--- config.mk ---
export PLATFORM = sky130hd
export DESIGN_NAME = cook_countdown
export DESIGN_NICKNAME = d
export VERILOG_FILES = /design/src/rtl/microwave_pkg.sv /design/src/rtl/bcd_mmss_arith.sv /design/src/rtl/cook_countdown.sv
export SDC_FILE = /design/constraint.sdc
export NUM_CORES = 1
export LEC_CHECK = 0
export BUFFER_PORTS_ARGS = -buffer_cell sky130_fd_sc_hd__buf_2
export CORE_ASPECT_RATIO = 1.1
export CORE_MARGIN = 2
export CORE_UTILIZATION = 54
export CTS_BUF_LIST = sky130_fd_sc_hd__clkbuf_16
export DETAILED_ROUTE_END_ITERATION = 7
export GPL_TIMING_DRIVEN = 1
export PLACE_DENSITY = 0.74
export SLEW_MARGIN = 0
export SYNTH_ARGS = -nofsm -noshare
export SYNTH_HDL_FRONTEND = slang
export SYNTH_SLANG_ARGS = --single-unit
--- constraint.sdc ---
create_clock -name clk -period 3.7 [get_ports clk]
set_input_delay 0.37 -clock clk [delete_from_list [all_inputs] [get_ports clk]]
set_output_delay 0.37 -clock clk [all_outputs]
set_load 0.02 [all_outputs]
--- src/rtl/microwave_pkg.sv ---
// Shared types for the microwave timer path: state encoding, BCD MM:SS payload and validity check.
package microwave_pkg;

    localparam int unsigned DIGIT_W = 4;

    typedef logic [DIGIT_W-1:0] bcd_t;

    typedef enum logic [1:0] {
        IDLE  = 2'd0,
        COOK  = 2'd1,
        PAUSE = 2'd2,
        DONE  = 2'd3
    } state_e;

    typedef struct packed {
        bcd_t min_tens;
        bcd_t min_ones;
        bcd_t sec_tens;
        bcd_t sec_ones;
    } mmss_t;

    localparam mmss_t MAX_MMSS = 16'h9959;

    function automatic logic bcd_valid_mmss(input mmss_t t);
        return (t.min_tens <= 4'd9) && (t.min_ones <= 4'd9) &&
               (t.sec_tens <= 4'd5) && (t.sec_ones <= 4'd9);
    endfunction

endpackage

--- src/rtl/bcd_mmss_arith.sv ---
// Combinational MM:SS helpers: decrement by one second and add ADD_N seconds, saturating at 99:59.
module bcd_mmss_arith
    import microwave_pkg::*;
#(
    parameter int unsigned ADD_N = 30
) (
    input  mmss_t value,
    output mmss_t dec_c,
    output logic  dec_zero_c,
    output mmss_t add_c
);

    localparam logic [4:0] N_ONES = 5'(ADD_N % 10);
    localparam logic [4:0] N_TENS = 5'(ADD_N / 10);

    logic [4:0] ones_sum;
    logic [4:0] tens_sum;
    logic       ones_carry;
    logic       sec_carry;

    // Borrow chain; 00:00 stays at 00:00 rather than wrapping.
    always_comb begin
        dec_c = value;
        if (value == '0) begin
            dec_c = '0;
        end else if (value.sec_ones != 4'd0) begin
            dec_c.sec_ones = value.sec_ones - 4'd1;
        end else begin
            dec_c.sec_ones = 4'd9;
            if (value.sec_tens != 4'd0) begin
                dec_c.sec_tens = value.sec_tens - 4'd1;
            end else begin
                dec_c.sec_tens = 4'd5;
                if (value.min_ones != 4'd0) begin
                    dec_c.min_ones = value.min_ones - 4'd1;
                end else begin
                    dec_c.min_ones = 4'd9;
                    dec_c.min_tens = value.min_tens - 4'd1;
                end
            end
        end
    end

    assign dec_zero_c = (dec_c == '0);

    // Seconds carry past 59 bumps minutes; a carry out of 99 minutes saturates.
    always_comb begin
        ones_sum       = 5'(value.sec_ones) + N_ONES;
        ones_carry     = (ones_sum > 5'd9);
        tens_sum       = 5'(value.sec_tens) + N_TENS + 5'(ones_carry);
        sec_carry      = (tens_sum > 5'd5);
        add_c          = value;
        add_c.sec_ones = ones_carry ? 4'(ones_sum - 5'd10) : 4'(ones_sum);
        add_c.sec_tens = sec_carry ? 4'(tens_sum - 5'd6) : 4'(tens_sum);
        if (sec_carry) begin
            if ((value.min_tens == 4'd9) && (value.min_ones == 4'd9)) begin
                add_c = MAX_MMSS;
            end else if (value.min_ones == 4'd9) begin
                add_c.min_ones = 4'd0;
                add_c.min_tens = value.min_tens + 4'd1;
            end else begin
                add_c.min_ones = value.min_ones + 4'd1;
            end
        end
    end

endmodule

--- src/rtl/cook_countdown.sv ---
// BCD MM:SS cook timer with start/+30s, door pause, stop/clear and done buzzer.
// Define COOK_CHIME_EN to pulse the buzzer three times in DONE instead of holding it steady.
module cook_countdown
    import microwave_pkg::*;
#(
    parameter int unsigned TICK_DIV    = 50000000,
    parameter int unsigned BUZZ_CYCLES = 100000000,
    parameter int unsigned ADD_SEC     = 30
) (
    input  logic       clk,
    input  logic       reset,
    input  logic       load,
    input  logic [3:0] load_sec_ones,
    input  logic [3:0] load_sec_tens,
    input  logic [3:0] load_min_ones,
    input  logic [3:0] load_min_tens,
    input  logic       start,
    input  logic       stop,
    input  logic       door_open,
    output logic [3:0] first_second_out,
    output logic [3:0] second_second_out,
    output logic [3:0] first_minute_out,
    output logic [3:0] second_minute_out,
    output logic       power_on,
    output logic       buzzer,
    output logic       busy,
    output logic       load_err,
    output logic [1:0] state_out
);

    localparam int unsigned PRESC_W = (TICK_DIV > 1) ? $clog2(TICK_DIV) : 1;
    localparam int unsigned BUZZ_W  = (BUZZ_CYCLES > 1) ? $clog2(BUZZ_CYCLES) : 1;
    localparam logic [PRESC_W-1:0] PRESC_MAX = PRESC_W'(TICK_DIV - 1);
    localparam logic [BUZZ_W-1:0]  BUZZ_MAX  = BUZZ_W'(BUZZ_CYCLES - 1);

`ifdef COOK_CHIME_EN
    localparam int unsigned CHIME_RAW    = BUZZ_CYCLES / 6;
    localparam int unsigned CHIME_CYCLES = (CHIME_RAW > 0) ? CHIME_RAW : 1;
    localparam int unsigned CHIME_W      = (CHIME_CYCLES > 1) ? $clog2(CHIME_CYCLES) : 1;
    localparam logic [CHIME_W-1:0] CHIME_MAX = CHIME_W'(CHIME_CYCLES - 1);
    logic [CHIME_W-1:0] chime_cnt;
`endif

    state_e              state;
    mmss_t               time_q;
    mmss_t               load_val;
    mmss_t               dec_c;
    mmss_t               add_c;
    logic                dec_zero_c;
    logic [PRESC_W-1:0]  presc;
    logic [BUZZ_W-1:0]   buzz_cnt;
    logic                tick_pend;
    logic                start_d, start_dd, stop_d, stop_dd;
    logic                start_edge_c, stop_edge_c, tick_due_c;

    function automatic logic [1:0] run_flags(input state_e s);
        return {s == COOK, (s == COOK) || (s == PAUSE)};
    endfunction

    assign load_val     = {load_min_tens, load_min_ones, load_sec_tens, load_sec_ones};
    assign start_edge_c = start_d & ~start_dd;
    assign stop_edge_c  = stop_d & ~stop_dd;
    assign tick_due_c   = (state == COOK) && ((presc == PRESC_MAX) || tick_pend);

    bcd_mmss_arith #(.ADD_N(ADD_SEC)) u_arith (
        .value      (time_q),
        .dec_c      (dec_c),
        .dec_zero_c (dec_zero_c),
        .add_c      (add_c)
    );

    // Priority per cycle: stop edge > door open > start edge > tick > DONE timeout > load.
    always_ff @(posedge clk) begin
        if (reset) begin
            state     <= IDLE;
            time_q    <= '0;
            presc     <= '0;
            buzz_cnt  <= '0;
            tick_pend <= 1'b0;
            start_d   <= 1'b0;
            start_dd  <= 1'b0;
            stop_d    <= 1'b0;
            stop_dd   <= 1'b0;
            power_on  <= 1'b0;
            busy      <= 1'b0;
            buzzer    <= 1'b0;
            load_err  <= 1'b0;
`ifdef COOK_CHIME_EN
            chime_cnt <= '0;
`endif
        end else begin
            start_d  <= start;
            start_dd <= start_d;
            stop_d   <= stop;
            stop_dd  <= stop_d;
            load_err <= 1'b0;
            if (state == COOK) begin
                presc <= (presc == PRESC_MAX) ? '0 : presc + PRESC_W'(1);
            end
            if (stop_edge_c) begin
                tick_pend <= 1'b0;
                buzzer    <= 1'b0;
                if (state == COOK) begin
                    state              <= PAUSE;
                    {power_on, busy}   <= run_flags(PAUSE);
                end else begin
                    state              <= IDLE;
                    time_q             <= '0;
                    {power_on, busy}   <= run_flags(IDLE);
                end
            end else if (door_open && (state == COOK)) begin
                state            <= PAUSE;
                tick_pend        <= 1'b0;
                {power_on, busy} <= run_flags(PAUSE);
            end else if (start_edge_c && !door_open && (state != DONE)) begin
                case (state)
                    IDLE: begin
                        state            <= COOK;
                        presc            <= '0;
                        {power_on, busy} <= run_flags(COOK);
                        if (time_q == '0) time_q <= add_c;
                    end
                    COOK: begin
                        // A tick landing on the add is deferred one cycle.
                        time_q    <= add_c;
                        tick_pend <= tick_due_c;
                    end
                    PAUSE: begin
                        state            <= COOK;
                        {power_on, busy} <= run_flags(COOK);
                    end
                    default: ;
                endcase
            end else if (tick_due_c) begin
                tick_pend <= 1'b0;
                time_q    <= dec_c;
                if (dec_zero_c) begin
                    state            <= DONE;
                    {power_on, busy} <= run_flags(DONE);
                    buzz_cnt         <= '0;
                    buzzer           <= 1'b1;
`ifdef COOK_CHIME_EN
                    chime_cnt        <= '0;
`endif
                end
            end else if (state == DONE) begin
                if (buzz_cnt == BUZZ_MAX) begin
                    state            <= IDLE;
                    time_q           <= '0;
                    buzzer           <= 1'b0;
                    {power_on, busy} <= run_flags(IDLE);
                end else begin
                    buzz_cnt <= buzz_cnt + BUZZ_W'(1);
`ifdef COOK_CHIME_EN
                    if (chime_cnt == CHIME_MAX) begin
                        chime_cnt <= '0;
                        buzzer    <= ~buzzer;
                    end else begin
                        chime_cnt <= chime_cnt + CHIME_W'(1);
                    end
`endif
                end
            end else if ((state == IDLE) && load) begin
                if (bcd_valid_mmss(load_val)) time_q <= load_val;
                else load_err <= 1'b1;
            end
        end
    end

    assign first_second_out  = time_q.sec_ones;
    assign second_second_out = time_q.sec_tens;
    assign first_minute_out  = time_q.min_ones;
    assign second_minute_out = time_q.min_tens;
    assign state_out         = state;

endmodule

==> results.yml <==
outcome:
  status: "complete, no violations"
power:
  p_total_mw: 2.31
  power_frac_seq: 0.398
  ir_worst_vdd_v: 0.000248
  sw_frac_of_total: 0.310
  netSwitchingPower_mw: 0.714
  combPwrFrac: 0.214
  clkPwrFrac: 0.388
  powerDensity_nw_per_um2: 414
  p_int_mw: 1.59
  power_leakage_nw: 2.11
drt:
  vias: 4921
  drt_wl_total_mm: 13.4
  routedWlPerCell_um: 16.9
  drtAntennaViolNets: 0
  firstDrtPassIters: 5
  drt_iter0_drc: 360
  via_per_inst: 6.20
  drc: 0
final_layout:
  drive_above_1_share: 0.126
  final_nets: 715
  fillCellCount: 816
  area_growth_pct: 13.4
  layout_commonest_cell: "nor2_1"
  final_cell_area_um2: 5570
  utilization: 0.630
  mostFrequentLayoutCells: "88 x nor2_1, 80 x dfxtp_1, 49 x nand2_1, 43 x buf_2, 40 x a21oi_1"
  antenna_cells: 0
synth:
  synth-async-reset-ratio: 0
  syn_avg_cell_area_um2: 7.69
  synth_cell_type_count: 62
  ys_seq_elements: 80
  synth_ff_type: "dfxtp_1"
  syn_area_um2: 4910
  ys_seq_area_frac: 0.326
  syn-instance-count: 638
  ys_warn_count: 0
  synth_top_area_frac: 0.326
  post-synth-top-area-cell: "dfxtp_1"
  synth-edff-count: 0
  synth_area_leaders: "dfxtp_1 33%, nor2_1 6.7%, xor2_1 5.7%"
  syn-num-nets: 678
floorplanning:
  coreArea_um2: 8830
  io_pins: 44
  die-area_um2: 9870
  core.rowCount: 36
  die_y_um: 104
  initial_core_util: 0.556
  die_w_um: 94.9
cts:
  ctsHtreeMaxLevel: 3
  root_buffer: "clkbuf_16"
  numCtsBuffers: 9
  clock_path_buffers: 2
  clkSinkCount: 80
  clkSlewWorstSetupHoldPaths_ps: 60
  cts_tree: "done"
  insertion_delay_ps: 340
critical_path:
  critPathMaxFanout: 22
  cp_slowest_stage_delay_ps: 560
  cp-start-kind: "flip-flop"
  required_ps: 3960
  cp_cell_sequence: "inv_1 -> ha_1 -> buf_4 -> or3b_2 -> nor4_1 -> mux2i_1 -> nand4_1 -> nor4_4 -> buf_12 -> o21ai_2 -> or4_1 -> a21oi_1"
  cp.arrival_ps: 3710
  worst_path_max_delay_cell: "or4_1"
  end_kind: "flip-flop"
  worstSetupPathType: "flip-flop to flip-flop"
placed_design:
  gp_congestion: 0.910
  dp_hpwl_mm: 9.57
  io_buffers: 43
  dpl_cell_area_um2: 5250
global_routing:
  grt_pass1_wl_mm: 21.7
  globalRouteOverflowTotal: 0
  grt_max_degree: 40
  grt_pass1_vias: 4660
  antenna_found_initial: 0
  grtUsageTotal: 0.276
timing:
  rsz0062_at_grt: "false"
  drv_slew: 0
  slew_headroom: 0.389
  tns_ps: 0
  finalHoldViolCount: 0
  finClkSkew_ps: 7.70
  min_period_over_period: 0.932
  max_slew.worst_pin.slew_ps: 913
  finalSetupViolCount: 0
  fmax_mhz: 290
  holdWs_ps: 241
  fin_crit_ps: 3450
job:
  cap_violations: 0
worst_hold_path:
  min_path_type: "input pin to flip-flop"
==> power groups by stage <==
stage	Combinational, mW	Clock, mW	Sequential (mW)
6_report	0.493	0.895	0.918
3_5_place_dp	0.469	0	0.936
5_1_grt	0.540	0.948	0.921
2_1_floorplan	0.317	0	0.940
3_3_place_gp	0.460	0	0.935
4_1_cts	0.473	0.907	0.917
==> metrics by stage <==
step,instances,setup WS [ps]
after detailed placement,778,189
after CTS,794,134
after global placement,778,304
after global routing,794,10.9
after floorplan,638,101
final,794,251
==> critical path, delay by kind of cell, from the launching register on <==
| family | cells | cell delay (ps) |
|---|---|---|
| flops | 1 | 330 |
| simple gates | 5 | 1780 |
| compound gates | 2 | 310 |
| buf+inv | 3 | 470 |
| fa+ha+maj | 1 | 190 |
| mux | 1 | 280 |
==> sequential cells by signal (all words and copies together) (netlist names) <==
signal / flops
stop_dd: 1
state_out: 2
busy: 1
power_on: 1
presc: 26
load_err: 1
buzz_cnt: 27
stop_d: 1
start_dd: 1
second_second_out: 4
first_minute_out: 4
buzzer: 1
second_minute_out: 4
start_d: 1
tick_pend: 1
first_second_out: 4
==> routing by layer <==
| metal | vias up | GRT usage | share of wire |
|---|---|---|---|
| met1 | 2300 | 0.330 | 0.41 |
| li1 | 2368 | - | - |
| met3 | 54 | 0.0457 | 0.055 |
| met5 | - | 0 | 0 |
| met2 | 199 | 0.464 | 0.49 |
| met4 | 0 | 0.152 | 0.044 |
==> kinds of logic (layout without fill, tap and decap cells) <==
kind of cell | after synthesis | in the layout | synth area share
compound gates | 143 | 143 | 0.187
fa+ha+maj | 18 | 18 | 0.0459
xor+xnor | 49 | 49 | 0.0875
mux | 6 | 6 | 0.0122
simple gates | 289 | 289 | 0.298
flops | 80 | 80 | 0.326
buf+inv | 53 | 95 | 0.0433
==> layout make-up <==
| type | instances | area [um^2] | share of cell area |
|---|---|---|---|
| tap | 114 | 143 | 0.0256 |
| sequential | 80 | 1600 | 0.288 |
| timing repair buffer | 56 | 325 | 0.0585 |
| clock inverter | 7 | 71.3 | 0.0128 |
| inverter | 23 | 86.3 | 0.0155 |
| multi-input combinational | 505 | 3110 | 0.559 |
| clock buffer | 9 | 225 | 0.0405 |
==> repair_timing <==
action                     CTS  global route
resized for setup            0             4
buffers inserted             0             0
hold buffers                 0             0
setup endpoints to repair    0             3
==> final timing paths <==
| path | to | start | slack (ps) | cells past startpoint |
|---|---|---|---|---|
| setup / recovery | buzz_cnt[19]$_SDFFE_PP0P_ | first_second_out[1]$_SDFFE_PP0P_ | 250 | 12 |
| hold / removal | start_d$_SDFF_PP0_ | start | 240 | 2 |
| setup reg to reg | buzz_cnt[19]$_SDFFE_PP0P_ | first_second_out[1]$_SDFFE_PP0P_ | 250 | 12 |
| hold reg to reg | buzzer$_SDFFE_PP0P_ | buzzer$_SDFFE_PP0P_ | 480 | 2 |
==> cells in the mapped netlist, drive strengths merged, types with 4 or more instances <==
cell type	count
a311oi	4
a31oi	8
nor3b	5
xnor2	17
o2111ai	4
a31o	4
dfxtp	80
nand3	39
or3	11
clkbuf	23
a21oi	40
o21ai	40
and2	8
a32oi	4
and3	13
xor2	32
or4	4
nor2b	10
o22ai	6
inv	23
nand4	16
o31ai	5
nor4	9
mux2i	6
nor2	88
o2bb2ai	4
a22o	4
ha	18
o211ai	4
buf	7
nor3	19
nand2b	4
nand2	50
(Power assumes the default switching activity.)
